==> src/rtl/qec_router_pkg.sv <==
// Shared arbiter definitions: FSM state encoding and leaf-index width helper.
package qec_router_pkg;

    typedef enum logic {
        IDLE  = 1'b0,
        BURST = 1'b1
    } arb_state_t;

    localparam int unsigned MAX_LEAVES = 16;

    // Index width for n leaves, never narrower than one bit.
    function automatic int unsigned leaf_idx_w(input int unsigned n);
        return (n > 1) ? $clog2(n) : 1;
    endfunction

    localparam int unsigned LEAF_IDX_W = leaf_idx_w(MAX_LEAVES);

endpackage

==> src/rtl/rr_priority_select.sv <==
// Combinational round-robin picker: first set request at or after i_ptr, wrapping modulo N.
module rr_priority_select #(
    parameter int unsigned N     = 4,
    parameter int unsigned IDX_W = 2
) (
    input  logic [N-1:0]     i_req,
    input  logic [IDX_W-1:0] i_ptr,
    output logic [N-1:0]     o_gnt,
    output logic [IDX_W-1:0] o_idx,
    output logic             o_any
);

    logic [N-1:0]     w_rot;
    logic [IDX_W-1:0] w_off;
    logic [IDX_W:0]   w_sum;

    always_comb begin
        w_rot = N'({i_req, i_req} >> i_ptr);
        o_any = |i_req;
        // Scan from the far end so the smallest offset from the pointer wins.
        w_off = '0;
        for (int unsigned i = 0; i < N; i++) begin
            if (w_rot[N-1-i]) begin
                w_off = IDX_W'(N - 1 - i);
            end
        end
        w_sum = {1'b0, i_ptr} + {1'b0, w_off};
        if (w_sum >= (IDX_W + 1)'(N)) begin
            w_sum = w_sum - (IDX_W + 1)'(N);
        end
        o_idx        = w_sum[IDX_W-1:0];
        o_gnt        = '0;
        o_gnt[o_idx] = o_any;
    end

endmodule

==> src/rtl/leaf_uplink_arbiter.sv <==
// Round-robin burst arbiter merging NUM_LEAVES leaf channels into one registered uplink.
// Optional per-leaf accepted-word counters on grant_count when LEAF_UPLINK_ARBITER_STATS_EN is defined.
module leaf_uplink_arbiter
    import qec_router_pkg::*;
#(
    parameter int unsigned NUM_LEAVES    = 4,
    parameter int unsigned CHANNEL_WIDTH = 64,
    parameter int unsigned MAX_BURST     = 4
) (
    input  logic                                clk,
    input  logic                                reset,
    input  logic [CHANNEL_WIDTH*NUM_LEAVES-1:0] up_rx_data,
    input  logic [NUM_LEAVES-1:0]               up_rx_valid,
    output logic [NUM_LEAVES-1:0]               up_rx_ready,
    output logic [CHANNEL_WIDTH-1:0]            out_data,
    output logic                                out_valid,
    input  logic                                out_ready,
    output logic [leaf_idx_w(NUM_LEAVES)-1:0]   out_src
`ifdef LEAF_UPLINK_ARBITER_STATS_EN
    ,
    output logic [32*NUM_LEAVES-1:0]            grant_count
`endif
);

    localparam int unsigned      IDX_W      = leaf_idx_w(NUM_LEAVES);
    localparam logic [IDX_W-1:0] LAST_IDX   = IDX_W'(NUM_LEAVES - 1);
    localparam logic [7:0]       BURST_LAST = 8'(MAX_BURST - 1);

    arb_state_t r_state, w_state_nxt;
    logic [IDX_W-1:0]         r_grant, w_grant_nxt;
    logic [IDX_W-1:0]         r_last_grant, w_last_nxt;
    logic [7:0]               r_burst_cnt, w_cnt_nxt;
    logic [CHANNEL_WIDTH-1:0] r_out_data;
    logic                     r_out_valid;
    logic [IDX_W-1:0]         r_out_src;

    logic                     w_can_accept;
    logic                     w_arb;
    logic                     w_xfer;
    logic                     w_burst_end;
    logic [IDX_W-1:0]         w_ptr_base;
    logic [IDX_W-1:0]         w_ptr;
    logic [IDX_W-1:0]         w_cur_idx;
    logic [7:0]               w_cnt_cur;
    logic [CHANNEL_WIDTH-1:0] w_cur_data;
    logic [NUM_LEAVES-1:0]    w_sel_gnt;
    logic [IDX_W-1:0]         w_sel_idx;
    logic                     w_sel_any;

    // Arbitrate when idle, or when the granted leaf has gone quiet mid-burst so the
    // next leaf can take the slot in the same cycle instead of leaving a bubble.
    always_comb begin
        w_arb      = (r_state == IDLE) || !up_rx_valid[r_grant];
        w_ptr_base = (r_state == IDLE) ? r_last_grant : r_grant;
        w_ptr      = (w_ptr_base == LAST_IDX) ? '0 : w_ptr_base + 1'b1;
    end

    rr_priority_select #(
        .N     (NUM_LEAVES),
        .IDX_W (IDX_W)
    ) u_rr_select (
        .i_req (up_rx_valid),
        .i_ptr (w_ptr),
        .o_gnt (w_sel_gnt),
        .o_idx (w_sel_idx),
        .o_any (w_sel_any)
    );

    always_comb begin
        w_can_accept = !r_out_valid || out_ready;
        w_cur_idx    = w_arb ? w_sel_idx : r_grant;
        w_xfer       = !reset && w_can_accept && (w_arb ? w_sel_any : 1'b1);
        w_cnt_cur    = w_arb ? '0 : r_burst_cnt;
        w_burst_end  = (w_cnt_cur == BURST_LAST);

        up_rx_ready = '0;
        if (w_xfer) begin
            up_rx_ready = w_arb ? w_sel_gnt : (NUM_LEAVES'(1) << r_grant);
        end

        w_cur_data = '0;
        for (int unsigned i = 0; i < NUM_LEAVES; i++) begin
            if (w_cur_idx == IDX_W'(i)) begin
                w_cur_data = up_rx_data[CHANNEL_WIDTH*i +: CHANNEL_WIDTH];
            end
        end

        w_state_nxt = r_state;
        w_grant_nxt = r_grant;
        w_last_nxt  = r_last_grant;
        w_cnt_nxt   = r_burst_cnt;
        if (w_xfer) begin
            if (w_burst_end) begin
                w_state_nxt = IDLE;
                w_last_nxt  = w_cur_idx;
                w_cnt_nxt   = '0;
            end else begin
                w_state_nxt = BURST;
                w_grant_nxt = w_cur_idx;
                w_cnt_nxt   = w_cnt_cur + 8'd1;
                if ((r_state == BURST) && w_arb) begin
                    w_last_nxt = r_grant;
                end
            end
        end else if (w_can_accept && (r_state == BURST)) begin
            w_state_nxt = IDLE;
            w_last_nxt  = r_grant;
            w_cnt_nxt   = '0;
        end
    end

    always_ff @(posedge clk) begin
        if (reset) begin
            r_state      <= IDLE;
            r_grant      <= '0;
            r_last_grant <= LAST_IDX;
            r_burst_cnt  <= '0;
            r_out_data   <= '0;
            r_out_valid  <= 1'b0;
            r_out_src    <= '0;
        end else begin
            r_state      <= w_state_nxt;
            r_grant      <= w_grant_nxt;
            r_last_grant <= w_last_nxt;
            r_burst_cnt  <= w_cnt_nxt;
            if (w_xfer) begin
                r_out_data  <= w_cur_data;
                r_out_valid <= 1'b1;
                r_out_src   <= w_cur_idx;
            end else if (out_ready) begin
                r_out_valid <= 1'b0;
            end
        end
    end

    always_comb begin
        out_data  = r_out_data;
        out_valid = r_out_valid;
        out_src   = r_out_src;
    end

`ifdef LEAF_UPLINK_ARBITER_STATS_EN
    logic [31:0] r_grant_count [NUM_LEAVES];

    always_ff @(posedge clk) begin
        if (reset) begin
            for (int unsigned i = 0; i < NUM_LEAVES; i++) begin
                r_grant_count[i] <= '0;
            end
        end else if (w_xfer) begin
            r_grant_count[w_cur_idx] <= r_grant_count[w_cur_idx] + 32'd1;
        end
    end

    always_comb begin
        for (int unsigned i = 0; i < NUM_LEAVES; i++) begin
            grant_count[32*i +: 32] = r_grant_count[i];
        end
    end
`endif

endmodule

==> config.mk <==
export PLATFORM = sky130hd
export DESIGN_NAME = leaf_uplink_arbiter
export DESIGN_NICKNAME = d
export VERILOG_FILES = /design/src/rtl/qec_router_pkg.sv /design/src/rtl/rr_priority_select.sv /design/src/rtl/leaf_uplink_arbiter.sv
export SDC_FILE = /design/constraint.sdc
export NUM_CORES = 1
export LEC_CHECK = 0
export CAP_MARGIN = 10
export CORE_AREA = 3 3 130 132
export CTS_BUF_LIST = sky130_fd_sc_hd__clkbuf_8
export CTS_CLUSTER_DIAMETER = 200
export DETAILED_ROUTE_END_ITERATION = 6
export DIE_AREA = 0 0 133 135
export PLACE_DENSITY = 0.72
export SKIP_LAST_GASP = 1
export SLEW_MARGIN = 20
export SYNTH_ARGS = -nofsm -noshare
export SYNTH_HDL_FRONTEND = slang
export SYNTH_HIERARCHICAL = 1
export SYNTH_SLANG_ARGS = --single-unit
export TNS_END_PERCENT = 30
==> constraint.sdc <==
create_clock -name clk -period 6.7 [get_ports clk]
set_input_delay 0.67 -clock clk [delete_from_list [all_inputs] [get_ports clk]]
set_output_delay 0.67 -clock clk [all_outputs]
set_load 0.005 [all_outputs]
Word level (Yosys, flattened, before mapping)
Cells that the tools add are included.
{"block": "totals", "out_inout_bits": 71, "regBits": 80, "inputBits": 263}
{"block": "op_classes", "bitwise": 3, "addsub": 4, "order_cmp": 4, "n_eq_ne": 6, "shift": 2, "muxes": 32, "reduce_logical": 16}
{"op": "64-bit 2-to-1 mux", "count": 4}
{"op": "8-bit 2-to-1 mux", "count": 4}
{"op": "2-bit 2-to-1 mux", "count": 12}
{"op": "8-bit by 1-bit adder with 8-bit output, second input constant", "count": 1}
{"op": "8-bit by 2-bit == test with 1-bit output, second input constant", "count": 1}
{"op": "1-bit 2-to-1 mux", "count": 8}
{"op": "4-bit 2-to-1 mux", "count": 2}
{"op": "8-bit by 2-bit >> shifter with 4-bit output", "count": 1}
{"op": "2-bit == test, second input constant", "count": 3}
{"op": "2-bit by 3-bit less-than comparator with 1-bit output, second input constant", "count": 2}
{"op": "1-bit logical AND", "count": 5}
{"op": "4-bit bitwise AND", "count": 1}
{"op": "2-bit AND reduction", "count": 2}
{"op": "2-bit nonzero test", "count": 2}
{"op": "4-bit OR reduction", "count": 1}
{"op": "1-bit by 2-bit << shifter with 4-bit output, first input constant", "count": 1}
{"op": "2-bit by 2-bit adder with 3-bit output", "count": 1}
{"op": "3-bit >= comparator, second input constant", "count": 1}
{"op": "1-bit logical NOT", "count": 3}
{"op": "3-bit by 1-bit inequality test with 1-bit output, second input constant", "count": 1}
{"op": "2-bit by 1-bit adder with 2-bit output, second input constant", "count": 1}
{"op": "1-bit binary-select mux with 2-bit select", "count": 1}
{"op": "1-bit demux with 2-bit select", "count": 1}
{"op": "2-bit by 1-bit == test with 1-bit output, second input constant", "count": 1}
{"op": "other kinds (5)", "count": 7}

Longest topological paths before layout
{"block": "depth", "ltp_word": 18, "depth_mapped": 19, "depth_no_buf": 15}

Cells and area by module
Netlist, hierarchy kept.
{"mod": "leaf_uplink_arbiter", "seq_area_each_um2": 1601.5, "instances": 1, "area_per_inst_um2": 4690.7, "cells_each": 652}
{"mod": "rr_priority_select", "seq_area_each_um2": 0.0, "instances": 1, "area_per_inst_um2": 275.3, "cells_each": 39}

Worst setup path before layout
No wires, ideal clock.
{"block": "synth_path", "path_type": "reg2reg", "from": "reg r_grant[0]", "to": "reg r_out_data[0] (netlist: out_data[0])", "required_time_ns": 6.580, "n_path_buf": 5, "stages_incl_launch_ff": 20, "t_arrival_ns": 3.562, "path_slack_ns": 3.019, "cell_sequence": "dfxtp_1 clkbuf_1 mux2_2 ha_1 buf_6 nand2b_1 a21oi_1 o211ai_1 o21a_1 ha_1 xor2_1 nand4_1 nand2_1 a21o_1 clkbuf_1 or2_1 buf_2 buf_4 a21oi_1 a211o_1"}
{"block": "synth_between", "elab_chain_len": 17, "elab_cells_between_ends": 28, "cone_classes": "add/sub: 3; order compare: 1; eq/ne: 4; shift: 1; mux: 15; reduce/logical: 4"}
{"item": "start, declared", "line": "leaf_uplink_arbiter.sv:30", "text": "logic [IDX_W-1:0] r_grant, w_grant_nxt;"}
{"item": "start signal, assigned", "line": "leaf_uplink_arbiter.sv:123", "text": "r_grant <= w_grant_nxt;"}
{"item": "2-bit 2-to-1 mux (*)", "line": "leaf_uplink_arbiter.sv:54", "text": "w_ptr_base = (r_state == IDLE) ? r_last_grant : r_grant;"}
{"item": "2-bit by 1-bit adder with 2-bit output / 2-bit == test (equally long branches)", "line": "leaf_uplink_arbiter.sv:55", "text": "w_ptr = (w_ptr_base == LAST_IDX) ? '0 : w_ptr_base + 1'b1;"}
{"item": "2-bit 2-to-1 mux (*)", "line": "leaf_uplink_arbiter.sv:55"}
{"item": "via w_ptr[1]", "line": "leaf_uplink_arbiter.sv:42", "text": "logic [IDX_W-1:0] w_ptr;"}
{"item": "8-bit by 2-bit >> shifter with 4-bit output", "line": "rr_priority_select.sv:18", "text": "w_rot = N'({i_req, i_req} >> i_ptr);"}
{"item": "2-bit 2-to-1 mux (4 in series)", "line": "rr_priority_select.sv:23", "text": "if (w_rot[N-1-i]) begin"}
{"item": "2-bit by 2-bit adder with 3-bit output (*)", "line": "rr_priority_select.sv:27", "text": "w_sum = {1'b0, i_ptr} + {1'b0, w_off};"}
{"item": "3-bit >= comparator / 2-bit by 1-bit subtractor with 2-bit output (equally long branches)", "line": "rr_priority_select.sv:28, rr_priority_select.sv:29"}
{"item": "2-bit 2-to-1 mux (*)", "line": "rr_priority_select.sv:28", "text": "if (w_sum >= (IDX_W + 1)'(N)) begin"}
{"item": "via w_sel_idx[1]", "line": "leaf_uplink_arbiter.sv:47", "text": "logic [IDX_W-1:0] w_sel_idx;"}
{"item": "2-bit 2-to-1 mux (*)", "line": "leaf_uplink_arbiter.sv:71", "text": "w_cur_idx = w_arb ? w_sel_idx : r_grant;"}
{"item": "2-bit logical NOT", "line": "leaf_uplink_arbiter.sv:83", "text": "if (w_cur_idx == IDX_W'(i)) begin"}
{"item": "64-bit 2-to-1 mux (3 in series)", "line": "leaf_uplink_arbiter.sv:83"}
{"item": "64-bit 2-to-1 mux (*)", "line": "leaf_uplink_arbiter.sv:83"}
{"item": "end signal, assigned", "line": "leaf_uplink_arbiter.sv:127", "text": "r_out_data <= w_cur_data;"}
{"item": "end, declared", "line": "leaf_uplink_arbiter.sv:33", "text": "logic [CHANNEL_WIDTH-1:0] r_out_data;"}
Mark *: on every way through the listed nets, which the timed path passes. The rest lies on a longest branch. The select of a mux whose other input is x is not followed.
A chain may end at the register's enable or synchronous reset.

Worst setup path after layout
{"block": "layout_path", "from": "reg r_grant[0]", "to": "reg r_out_data[29] (netlist: out_data[29])"}
Same word-level chain as after synthesis.

==> summary by stage <==
Timing
The setup total negative slack is 0 ns. The final worst hold slack is between 0.4 and 0.5 ns. Timing would allow up to 223 MHz.

Dividing the final minimum period by the clock period gives roughly two thirds. The total count of hold-check failures in the final report is 0. The number of pins exceeding their max-slew limit in the final report is 0. The max-slew headroom at the worst pin is 32.7%.

Setup violations remaining at the end of the flow were counted as 0. The minimum clock period is roughly 4.5 ns. Clock skew on the completed layout was measured at ~0.011 ns. Setup repair after global routing left no endpoint under its margin. At the pin with the least slew margin, the transition time is 1.01 ns.

Finish
The top cell types in the final layout, fill and taps aside, are sky130_fd_sc_hd__clkdlybuf4s50_1, sky130_fd_sc_hd__nand2_1, sky130_fd_sc_hd__a21oi_1. The most frequent standard cell in the layout excluding fill and tap cells is sky130_fd_sc_hd__clkdlybuf4s50_1. The post-route netlist has between 4 and 5% of its cells at a drive strength greater than 1. For this run, the number of standard cells in the final layout without fillers is 1,208. 0 antenna diodes ended up in the layout. The area overhead of the layout relative to synthesis is 72.7%. The net count of the finished layout is 1,254.

Clocking
TritonCTS built the clock tree. Clock latency on the worst-skew pair, taken at its later pin, is about 0.36 ns. The setup fix buffers added after clock tree synthesis is 0. The number of gates resized after cts is 0. The master cell of the clock root buffer is sky130_fd_sc_hd__clkbuf_8. Clock-pin slew was measured on the worst setup and hold paths at 0.08 ns. The number of buffers created by CTS is 9. The tree built by TritonCTS fans out to 80 sinks. Hold repair after CTS inserted 0 buffers. The H-tree was split into 3 levels. The clock passes through at most 2 buffers.

Global routing
The total congestion overflow is 0. The number of global-route vias before repair is just under 6,000. The first global-routing pass estimated 31.1 mm of wire. The initial antenna violation count came to 0. Entering global routing, the biggest net connects 92 pins. The total global routing track utilization is between 20% and 30%.

Synth
For this run, the register share of the synthesized area comes to between 30% and 40%. After Yosys synthesis, and, or, nand and nor cells account for ~28% of the synthesized area. The net count after synthesis is ~960. The area share of the largest cell type after synthesis is 32.2%. The number of distinct library cells after synthesis is slightly below 60.

The mux cell area share after synthesis is roughly 2%. For this run, the number of Yosys warnings is 6. The instance count of the mapped netlist is between 600 and 700.

The post-synthesis share of cell area spent on xor and xnor gates is less than 1%. The synthesized netlist devotes approximately 1% of its cell area to adder and majority cells. The cell taking the most area after synthesis is sky130_fd_sc_hd__dfxtp_1. The number of synthesized flops with an enable pin is 0.

In this run the cell area of the synthesized design comes to approximately 0.005 sq mm. The compound-gate portion of the synthesized area is approximately 31%. The dominant combinational cell family by area after synthesis is compound AO/OA/AOI/OAI gates. The main flop type after synthesis is sky130_fd_sc_hd__dfxtp_1. The synthesized design contains 80 register bits.

Counting flops with an async set or reset pin after synthesis yields a share of 0%. The average instance in the mapped netlist occupies 7.19 sq um. By area the synthesized netlist is led by sky130_fd_sc_hd__dfxtp_1, sky130_fd_sc_hd__nand2_1, sky130_fd_sc_hd__a21oi_1.

Setup path
The endpoint identified for the worst register-to-register timing path is out_data[29]. The slack of the worst reg-to-reg path is around 2.2 ns. At the worst endpoint, the arrival time is around 4.8 ns. The number of cell instances on the worst register-to-register path is 15.

The critical path is of the flip-flop to flip-flop type. The worst setup path is launched from a flip-flop. STA puts the critical path data required time at roughly 7.0 ns. Along the worst path, the maximum fanout reaches 46. The startpoint of the worst setup timing path is r_grant[0]. In this run the critical register-to-register path is launched from r_grant[0].

STA classifies the critical path endpoint as a flip-flop. In this run the worst setup path terminates at out_data[29].

Detailed routing
For this block, the initial DRC count from the detailed router was 297. The first detailed-routing pass took 5 iterations. The DRC violations left is 0. The average via count per standard cell is between 5 and 6.

Dividing the detail-routed wire length by the instance count gives 17.3 um. The routed wire length is between 20 and 25 mm. The total via count in the routed design is between 6,000 and 7,000. The count of nets left with antenna violations once routing finished came out at 0.

Power and ir drop
The worst-case IR drop observed on VDD is ~0.19 mV. The ratio of total power to cell area is approximately 340 mW/mm^2. The reported leakage power is between 3 and 4 nW. The design draws 0.00288 W.

Placement
Routability-driven placement finished with a final weighted congestion of between 0.8 and 0.9. After legalization and detailed placement, the total HPWL measured 15.5 mm. The number of placed instances, taps included, is 1,192. The number of I/O port buffers is about 330.

Floorplanning
The floorplan step defined a die boundary enclosing ~0.018 sq mm. Once the floorplan was initialized, standard cells occupied a little under a third of the core. The die width is approximately 130 um.

In this run the vertical extent of the chip is between 100 and 150 um. The top-level I/O count is roughly 330. The initialized floorplan defines 46 standard-cell rows.

The core region area is approximately 0.016 sq mm.

Hold path
In this run the worst hold path is classified as flip-flop to flip-flop. In this run the most critical hold path is launched from out_data[42].

Flow run
The count of max-cap constraint violations is 0.

Outcome
The run finished with clean final reports.
==> metrics by stage <==
| stage | utilization, % | instance area, sq um | setup WS (ns) |
|---|---|---|---|
| floorplan | - | 4970 | 3.02 |
| global placement | 52.7 | 8350 | 2.37 |
| detailed placement | 52.7 | 8350 | 2.31 |
| CTS | 54.1 | 8570 | 2.25 |
| global route | 54.2 | 8580 | 1.87 |
| finish | 54.2 | 8580 | 2.21 |
==> Yosys cell counts, types with 4 or more instances <==
master                     number
sky130_fd_sc_hd__nand2_1      210
sky130_fd_sc_hd__a21oi_1      103
sky130_fd_sc_hd__dfxtp_1       80
sky130_fd_sc_hd__nor3_1        44
sky130_fd_sc_hd__a211o_1       43
sky130_fd_sc_hd__clkbuf_1      29
sky130_fd_sc_hd__o31ai_1       22
sky130_fd_sc_hd__o221ai_1      21
sky130_fd_sc_hd__nor2_1        17
sky130_fd_sc_hd__buf_2         13
sky130_fd_sc_hd__buf_6          7
sky130_fd_sc_hd__nor2b_1        7
sky130_fd_sc_hd__nor3b_1        7
sky130_fd_sc_hd__nand2b_1       6
sky130_fd_sc_hd__o21ai_0        6
sky130_fd_sc_hd__and2_1         5
sky130_fd_sc_hd__buf_4          4
sky130_fd_sc_hd__ha_1           4
sky130_fd_sc_hd__inv_1          4
==> per-layer routing <==
layer | part of all wire, % | track usage [%] | vias to the layer above
met3 | 10 | 7.56 | 37
met5 | 0 | 0 | -
met1 | 40 | 25.1 | 2805
met2 | 47 | 36.3 | 306
met4 | 2.9 | 8.89 | 0
li1 | - | - | 3061
==> state kept, by name, summed over array words and instances, names as in the netlist <==
register	count
r_burst_cnt	8
r_grant	2
out_data	64
out_src	2
out_valid	1
r_last_grant	2
r_state	1
==> report_power, final <==
group          internal [W]  total [W]  switching, W  leakage [nW]
Clock              0.000218   0.000407      0.000189         0.112
Combinational      0.000805    0.00170      0.000894          2.72
Sequential         0.000670   0.000777      0.000107         0.662
Total               0.00169    0.00288       0.00119          3.50
==> cell type report <==
cell class              instances  area (sq um)
well taps                     216           270
repair buffers                340          3390
clock buffers                  10           138
fillers                      1473          7250
clock inverters                 6          82.6
inverters                       4          15.0
flip-flops and latches         80          1600
multi-input cells             552          3080
==> kinds of logic (layout without fill, tap and decap cells) <==
logic type	count (synthesis)	in the layout
XOR/XNOR	1	1
buffers and inverters	59	360
multiplexers	7	7
AND/OR/NAND/NOR	316	316
AO/OA/AOI/OAI	224	224
adder cells (fa/ha/maj)	4	4
flip-flops	80	80
==> critical path: stages (launching register included) <==
cell and delay [ns]:
sky130_fd_sc_hd__dfxtp_1 0.66, sky130_fd_sc_hd__mux2_2 0.28, sky130_fd_sc_hd__ha_1 0.33, sky130_fd_sc_hd__nand2b_1 0.19, sky130_fd_sc_hd__a21oi_1 0.16, sky130_fd_sc_hd__o211ai_1 0.10, sky130_fd_sc_hd__o21a_1 0.16, sky130_fd_sc_hd__ha_1 0.20
sky130_fd_sc_hd__xor2_1 0.23, sky130_fd_sc_hd__nand4_1 0.21, sky130_fd_sc_hd__nand2_1 0.21, sky130_fd_sc_hd__a21o_1 0.13, sky130_fd_sc_hd__buf_4 0.39, sky130_fd_sc_hd__nand2_2 0.63, sky130_fd_sc_hd__a21oi_1 0.37, sky130_fd_sc_hd__a211o_1 0.13
==> worst min-delay path by stage <==
stage	endpoint	slack, ns	cells after the start
2_1_floorplan	r_burst_cnt[0]	0.43	2
3_3_place_gp	out_data[62]	0.44	2
3_5_place_dp	out_data[44]	0.44	2
4_1_cts	out_src[1]	0.46	2
5_1_grt	out_src[1]	0.48	2
6_report	out_data[42]	0.46	2
No activity file was read; power rests on OpenSTA's default activity.
